$ cat src/rtl/preact_accumulator_if.sv
// rtl/preact_accumulator_if.sv - operand/result stream bundle for preact_accumulator
// master drives pairs and accepts results; slave is the accumulator.
interface preact_accumulator_if #(
    parameter int IL  = 4,
    parameter int FL  = 16,
    parameter int LEN = 16
);
    localparam int W  = IL + FL;
    localparam int CW = $clog2(LEN);

    logic          clr;
    logic          in_valid;
    logic          in_ready;
    logic [W-1:0]  a;
    logic [W-1:0]  w;
    logic          out_valid;
    logic          out_ready;
    logic [W-1:0]  out_data;
    logic          ovf;
    logic [CW-1:0] beat_cnt;

    modport master (
        output clr, in_valid, a, w, out_ready,
        input  in_ready, out_valid, out_data, ovf, beat_cnt
    );

    modport slave (
        input  clr, in_valid, a, w, out_ready,
        output in_ready, out_valid, out_data, ovf, beat_cnt
    );
endinterface

$ cat src/rtl/preact_accumulator.sv
// rtl/preact_accumulator.sv - LEN-term QIL.FL dot product feeding the SiLU stage
// MAC_SAT_EN: saturate the narrowed result instead of wrapping it.
module preact_accumulator #(
    parameter int IL    = 4,
    parameter int FL    = 16,
    parameter int LEN   = 16,
    parameter int GUARD = 8
) (
    input  logic                 clk,
    input  logic                 reset,
    preact_accumulator_if.slave  bus
);
    localparam int W  = IL + FL;
    localparam int AW = W + GUARD;
    localparam int PW = 2 * W;
    localparam int CW = $clog2(LEN);

    typedef enum logic {
        ST_ACCUM = 1'b0,
        ST_HOLD  = 1'b1
    } state_t;

    state_t                r_state;
    state_t                w_state_nxt;
    logic signed [AW-1:0]  r_acc;
    logic signed [AW-1:0]  w_acc_nxt;
    logic [CW-1:0]         r_cnt;
    logic [CW-1:0]         w_cnt_nxt;
    logic [W-1:0]          r_out_data;
    logic [W-1:0]          w_out_data_nxt;
    logic                  r_ovf;
    logic                  w_ovf_nxt;
    logic                  r_out_valid;
    logic                  w_out_valid_nxt;

    logic signed [PW-1:0]  w_prod;
    logic signed [AW-1:0]  w_term;
    logic signed [AW-1:0]  w_sum;
    logic                  w_in_range;
    logic [W-1:0]          w_narrow;
    logic                  w_in_ready;
    logic                  w_beat;
    logic                  w_last;

    // Arithmetic shift floors toward -inf; the cast keeps the sign while resizing.
    assign w_prod = $signed(bus.a) * $signed(bus.w);
    assign w_term = AW'(w_prod >>> FL);
    assign w_sum  = r_acc + w_term;

    // Fits QIL.FL only when every bit from the result sign upward agrees.
    assign w_in_range = (&w_sum[AW-1:W-1]) | ~(|w_sum[AW-1:W-1]);

`ifdef MAC_SAT_EN
    always_comb begin
        w_narrow = w_sum[W-1:0];
        if (!w_in_range) begin
            w_narrow = w_sum[AW-1] ? {1'b1, {(W-1){1'b0}}} : {1'b0, {(W-1){1'b1}}};
        end
    end
`else
    assign w_narrow = w_sum[W-1:0];
`endif

    assign w_in_ready = (r_state == ST_ACCUM) & ~bus.clr;
    assign w_beat     = bus.in_valid & w_in_ready;
    assign w_last     = (r_cnt == CW'(LEN - 1));

    always_comb begin
        w_state_nxt     = r_state;
        w_acc_nxt       = r_acc;
        w_cnt_nxt       = r_cnt;
        w_out_data_nxt  = r_out_data;
        w_ovf_nxt       = r_ovf;
        w_out_valid_nxt = r_out_valid;
        case (r_state)
            ST_ACCUM: begin
                if (bus.clr) begin
                    w_acc_nxt = '0;
                    w_cnt_nxt = '0;
                end else if (w_beat) begin
                    if (w_last) begin
                        w_out_data_nxt  = w_narrow;
                        w_ovf_nxt       = ~w_in_range;
                        w_out_valid_nxt = 1'b1;
                        w_acc_nxt       = '0;
                        w_cnt_nxt       = '0;
                        w_state_nxt     = ST_HOLD;
                    end else begin
                        w_acc_nxt = w_sum;
                        w_cnt_nxt = r_cnt + CW'(1);
                    end
                end
            end
            ST_HOLD: begin
                // Held result survives clr; only the downstream handshake releases it.
                if (bus.out_ready) begin
                    w_out_valid_nxt = 1'b0;
                    w_state_nxt     = ST_ACCUM;
                end
            end
            default: begin
                w_state_nxt = ST_ACCUM;
            end
        endcase
    end

    always_ff @(posedge clk or negedge reset) begin
        if (!reset) begin
            r_state     <= ST_ACCUM;
            r_acc       <= '0;
            r_cnt       <= '0;
            r_out_data  <= '0;
            r_ovf       <= 1'b0;
            r_out_valid <= 1'b0;
        end else begin
            r_state     <= w_state_nxt;
            r_acc       <= w_acc_nxt;
            r_cnt       <= w_cnt_nxt;
            r_out_data  <= w_out_data_nxt;
            r_ovf       <= w_ovf_nxt;
            r_out_valid <= w_out_valid_nxt;
        end
    end

    assign bus.in_ready  = w_in_ready;
    assign bus.out_valid = r_out_valid;
    assign bus.out_data  = r_out_data;
    assign bus.ovf       = r_ovf;
    assign bus.beat_cnt  = r_cnt;
endmodule
$ cat src/flat_wrapper.sv
// flat-port wrapper written by rule: the top's interface ports become plain ports
module preact_accumulator_flat 
#(
    parameter int IL    = 4,
    parameter int FL    = 16,
    parameter int LEN   = 16,
    parameter int GUARD = 8
)
  (clk, reset, bus_clr, bus_in_valid, bus_a, bus_w, bus_out_ready, bus_in_ready, bus_out_valid, bus_out_data, bus_ovf, bus_beat_cnt);
  preact_accumulator_if #(.IL(IL), .FL(FL), .LEN(LEN)) bus_i ();
  input  logic clk;
  input  logic reset;
  input wire logic [$bits(bus_i.clr)-1:0] bus_clr;
  input wire logic [$bits(bus_i.in_valid)-1:0] bus_in_valid;
  input wire logic [$bits(bus_i.a)-1:0] bus_a;
  input wire logic [$bits(bus_i.w)-1:0] bus_w;
  input wire logic [$bits(bus_i.out_ready)-1:0] bus_out_ready;
  output wire logic [$bits(bus_i.in_ready)-1:0] bus_in_ready;
  output wire logic [$bits(bus_i.out_valid)-1:0] bus_out_valid;
  output wire logic [$bits(bus_i.out_data)-1:0] bus_out_data;
  output wire logic [$bits(bus_i.ovf)-1:0] bus_ovf;
  output wire logic [$bits(bus_i.beat_cnt)-1:0] bus_beat_cnt;
  assign bus_i.clr = bus_clr;
  assign bus_i.in_valid = bus_in_valid;
  assign bus_i.a = bus_a;
  assign bus_i.w = bus_w;
  assign bus_i.out_ready = bus_out_ready;
  assign bus_in_ready = bus_i.in_ready;
  assign bus_out_valid = bus_i.out_valid;
  assign bus_out_data = bus_i.out_data;
  assign bus_ovf = bus_i.ovf;
  assign bus_beat_cnt = bus_i.beat_cnt;
  preact_accumulator #(.IL(IL), .FL(FL), .LEN(LEN), .GUARD(GUARD)) u_core (.clk(clk), .reset(reset), .bus(bus_i));
endmodule
$ cat config.mk
export PLATFORM = sky130hd
export DESIGN_NAME = preact_accumulator_flat
export DESIGN_NICKNAME = d
export VERILOG_FILES = /design/src/rtl/preact_accumulator_if.sv /design/src/rtl/preact_accumulator.sv /design/src/flat_wrapper.sv
export SDC_FILE = /design/constraint.sdc
export NUM_CORES = 1
export LEC_CHECK = 0
export BUFFER_PORTS_ARGS = -buffer_cell sky130_fd_sc_hd__buf_2
export CORE_MARGIN = 1.5
export CORE_UTILIZATION = 66
export DETAILED_ROUTE_END_ITERATION = 10
export GPL_ROUTABILITY_DRIVEN = 1
export PLACE_DENSITY_LB_ADDON = 0.3
export REMOVE_ABC_BUFFERS = 1
export SKIP_CTS_REPAIR_TIMING = 1
export SLEW_MARGIN = 10
export SYNTH_ARGS = -nofsm -noshare
export SYNTH_HDL_FRONTEND = slang
export SYNTH_SLANG_ARGS = --single-unit
$ cat constraint.sdc
create_clock -name clk -period 3.9 [get_ports clk]
set_clock_uncertainty 0.05 [all_clocks]
set_input_delay 0.195 -clock clk [delete_from_list [all_inputs] [get_ports clk]]
set_output_delay 0.195 -clock clk [all_outputs]
set_load 0.005 [all_outputs]
After elaboration in Yosys (flattened, before gate mapping)
Index checks and enable logic that the tools add are counted.
{"block": "word_totals", "register_bits": 55, "in_bits": 45, "output_inout_bits": 27, "wordCells": 43}
{"block": "classes", "n_addsub": 2, "multipliers": 1, "eq_ne": 5, "mux": 16, "bitwise": 7, "n_reduce_logical": 6}
{"op": "28-bit two-way mux", "n": 3}
{"op": "20-bit by 20-bit multiplier with 40-bit output", "n": 1}
{"op": "28-bit by 24-bit adder with 28-bit output", "n": 1}
{"op": "4-bit two-way mux", "n": 3}
{"op": "9-bit AND reduction", "n": 1}
{"op": "9-bit OR reduction", "n": 1}
{"op": "1-bit two-way mux", "n": 8}
{"op": "4-bit AND reduction", "n": 2}
{"op": "4-bit by 1-bit adder with 4-bit output, second input constant", "n": 1}
{"op": "4-bit equality test, second input constant", "n": 1}
{"op": "2-bit by 1-bit inequality test with 1-bit output, second input constant", "n": 2}
{"op": "2-bit inequality test, second input constant", "n": 2}
{"op": "1-bit inverter", "n": 4}
{"op": "1-bit case mux with 2 select lines", "n": 2}
{"op": "1-bit bitwise AND", "n": 2}
{"op": "2-bit AND reduction", "n": 1}
{"op": "2-bit nonzero test", "n": 1}
{"op": "1-bit bitwise OR", "n": 1}

Logic depth before layout (Yosys ltp)
{"block": "logic_depth", "ltp_word": 6, "ltp_mapped": 38, "ltp_nobuf": 37}

Worst setup path after synthesis
Ideal clock, no wire load.
{"block": "synth_path", "kind": "input port to flip-flop", "from": "input port bus_a[19]", "to": "register u_core.r_ovf, in the netlist u_core.bus.ovf", "setup_time_ps": 94, "arrival_time_ps": 8461, "required_time_ps": 3756, "path_slack_ps": -4705, "path_stages": 32, "path_cell_list": "clkbuf_1 nand2_1 fa_1 fa_1 inv_1 fa_1 inv_1 fa_1 inv_1 fa_1 fa_1 inv_1 fa_1 inv_1 ha_1 a21o_1 a21o_1 a2111oi_0 nor3_1 o31ai_2 o311ai_4 xnor2_2 ha_1 or3_1 o21ai_0 a21oi_1 a31o_2 o31ai_4 xnor2_1 xnor2_2 and4b_1 a211oi_1"}
{"block": "synth_via", "elab_chain_len": 6, "word_cells_on_any_way": 7}
{"item": "start: declaration", "line_no": "flat_wrapper.sv:15", "text": "input wire logic [$bits(bus_i.a)-1:0] bus_a;"}
{"item": "20-bit by 20-bit multiplier with 40-bit output *", "line_no": "preact_accumulator.sv:46", "text": "assign w_prod = $signed(bus.a) * $signed(bus.w);"}
{"item": "28-bit by 24-bit adder with 28-bit output *", "line_no": "preact_accumulator.sv:48", "text": "assign w_sum = r_acc + w_term;"}
{"item": "9-bit OR reduction", "line_no": "preact_accumulator.sv:51", "text": "assign w_in_range = (&w_sum[AW-1:W-1]) | ~(|w_sum[AW-1:W-1]);"}
{"item": "1-bit inverter", "line_no": "preact_accumulator.sv:51"}
{"item": "1-bit bitwise OR *", "line_no": "preact_accumulator.sv:51"}
{"item": "1-bit inverter *", "line_no": "preact_accumulator.sv:83", "text": "w_ovf_nxt = ~w_in_range;"}
{"item": "end signal: assignment", "line_no": "preact_accumulator.sv:120", "text": "r_ovf <= w_ovf_nxt;"}
{"item": "end: declaration", "line_no": "preact_accumulator.sv:31", "text": "logic r_ovf;"}
Every way passes the cells marked *; elsewhere a longest branch is shown, timed or not.
A chain may end at the register's enable or synchronous reset.

Worst setup path in the final report
{"block": "layout_path", "from": "input port bus_a[8]", "to": "register u_core.r_ovf, in the netlist u_core.bus.ovf"}
Same word-level chain as after synthesis.

==> results.ini <==
[outcome]
outcome = complete, but fails checks
violations = setup timing

[sta]
fin_ws_ns = -4.82
min_period_over_period_pct = 223
rsz0062_at_grt = true
worst_slew_pin_slew_ns = 0.878
max_freq_ghz = 0.115
final.min_clock_period_ns = 8.72
setup_violations = 49
finalHoldViolCount = 0
slew_violations = 0
slew_headroom_pct = 41.3

[placement]
gp_congestion = 0.954
hpwl_um = 38900
place_area_um2 = 20900
io_buffers = 71

[floorplanning]
rows = 60
start_util_pct = 67.4
coreArea_um2 = 27000
io-pin-count = 72
die-height_um = 169
dieWidth_um = 169
dieArea_um2 = 28600

[worst_setup_path]
start_kind = input pin
max_stage_delay_ns = 0.57
end_kind = flop
critPathMostFrequentCell = fa_1
cp_top_family = adder cells
cp_slowest_cell = fa_1
path_max_fanout = 7
crit_required_ns = 4.03
worstPathBufferInverterCount = 9
worstSetupPathType = input pin to flop
cp_data_arrival_time_ns = 8.85

[clock_network]
clockBufferDepth = 2
cts_buffers = 5
cts.clk_slew.worst_paths_ns = 0.07
cts_tree = yes
cts_htree_levels = 2
clock-sinks = 55
insertion_delay_ns = 0.31
clock-root-buffer = clkbuf_16

[synth]
ys_seq_area_share_pct = 7.56
yosysMostFrequentCell = inv_1
synth_flop_cell = dfrtp_1
synth_area_leaders = fa_1, inv_1, ha_1
ys_ff_latch = 55
yosys.area.top_type = fa_1
syn_area_um2 = 18200
synth_cell_types = 64
synth.avg_cell_area_um2 = 9.29
synth_top_cells_by_count = inv_1, fa_1, nand2_1
synth_edf_count = 0
yosys.area.top_type_share_pct = 46.2
netlist_instances = 1961
async_flop_share_pct = 100
yosys_warnings = 0

[detailed_routing]
drc = 0
routed_wl_um = 54100
ant_nets = 0
num_vias = 15500
drt-vias-per-instance = 5.93
drtIter0Drc = 1295
wl_per_cell_um = 20.7
first_pass_iters = 6

[worst_hold_path]
min_path_type = input pin to flop

[final_layout]
drive_above_1_share_pct = 25.1
fin_nets = 2865
num-fill-cells = 1412
area_delta_synth_final_pct = 23.4
finalInstanceArea_um2 = 22500

[run]
cap_violations = 0

[global_routing]
grt-ovfl-total = 0
grt_max_degree = 35
grt_pass1_vias = 16200
grt_pass1_wl_um = 75800
grt_usage_pct = 33.4
antenna_found_initial = 1

kinds of logic (layout without fill, tap and decap cells):
| kind of cell | Yosys count | in the layout | share of synthesized area (%) |
|---|---|---|---|
| buffers and inverters | 534 | 842 | 11.0 |
| XOR/XNOR | 59 | 59 | 2.92 |
| flip-flops | 55 | 55 | 7.56 |
| other | 0 | 1 | 0 |
| adder cells (fa/ha/maj) | 552 | 552 | 55.2 |
| AO/OA/AOI/OAI | 183 | 183 | 7.31 |
| AND/OR/NAND/NOR | 577 | 577 | 15.9 |
| multiplexers | 1 | 1 | 0.0618 |
cell usage in the layout (no fill, tap or decap), types with 11 or more instances in the layout:
cell,instances
ha_1,119
buf_4,289
nand2_1,231
dfrtp_1,55
nor2_1,40
a21oi_1,20
fa_1,407
xor2_1,11
fa_2,13
and2_1,215
buf_2,52
a22o_1,23
buf_6,25
o21ai_0,18
buf_12,13
a21oi_2,15
xnor2_2,12
xnor2_1,22
inv_1,428
and2_4,11
nand3_1,11
inv_2,16
a21o_1,17
metrics by stage:
stage	utilization, %	setup TNS [ns]	hold slack, ns	cells	setup slack, ns
global placement	77.3	-197.44	0.133	2567	-4.85
global route	83.2	-196.55	0.0415	2611	-5.14
finish	83.2	-185.52	0.0260	2611	-4.82
detailed placement	77.3	-203.24	0.137	2567	-5.13
floorplan	-	-154.41	-0.151	1872	-4.41
CTS	77.9	-191.99	-0.181	2575	-4.86
sequential cells by signal, indices dropped and copies added, names as in the netlist:
register and flops:
u_core.r_acc 28, u_core.bus.beat_cnt 4, u_core.bus.out_data 20, u_core.bus.ovf 1
u_core.bus.out_valid 1, u_core.r_state 1
worst reg2reg max path, delay by kind of cell, from the launching register on:
| kind | cells | cell delay [ns] |
|---|---|---|
| xor+xnor | 1 | 0.20 |
| flops | 1 | 0.40 |
| fa+ha+maj | 1 | 0.37 |
| simple gates | 3 | 0.60 |
| compound gates | 6 | 1.38 |
| buf+inv | 1 | 0.14 |
path summary, 6_finish.rpt:
path	endpoint	cells after the start	slack, ns	startpoint
setup / recovery	u_core.bus.ovf	36	-4.82	bus_a[8]
hold / removal	u_core.bus.out_valid	2	0.03	bus_out_ready
setup reg to reg	u_core.bus.ovf	12	0.65	u_core.r_acc[11]
hold reg to reg	u_core.bus.out_data[11]	2	0.43	u_core.bus.out_data[11]
max in group asynchronous	u_core.bus.out_data[7]	3	2.60	reset
min in group asynchronous	u_core.bus.out_data[13]	2	0.35	reset
routing by layer:
layer	wire length [µm]	up-vias	track usage, %
met5	0	-	0
met4	3340	0	12.5
met3	4100	308	3.47
met2	27800	870	60.0
met1	18800	7872	42.0
li1	-	6445	-
layout make-up:
class	count	area (µm²)	share of cell area, %
antenna	1	2.50	0.0111
clock buffer	5	125	0.557
inverter	445	1670	7.45
clock inverter	3	33.8	0.150
sequential	55	1380	6.12
timing repair buffer	389	3090	13.7
multi-input combinational	1372	15800	70.1
tap	341	427	1.90
Power is not shown: default switching activity piles up to over one toggle a cycle in this logic, so the estimate is an artifact.
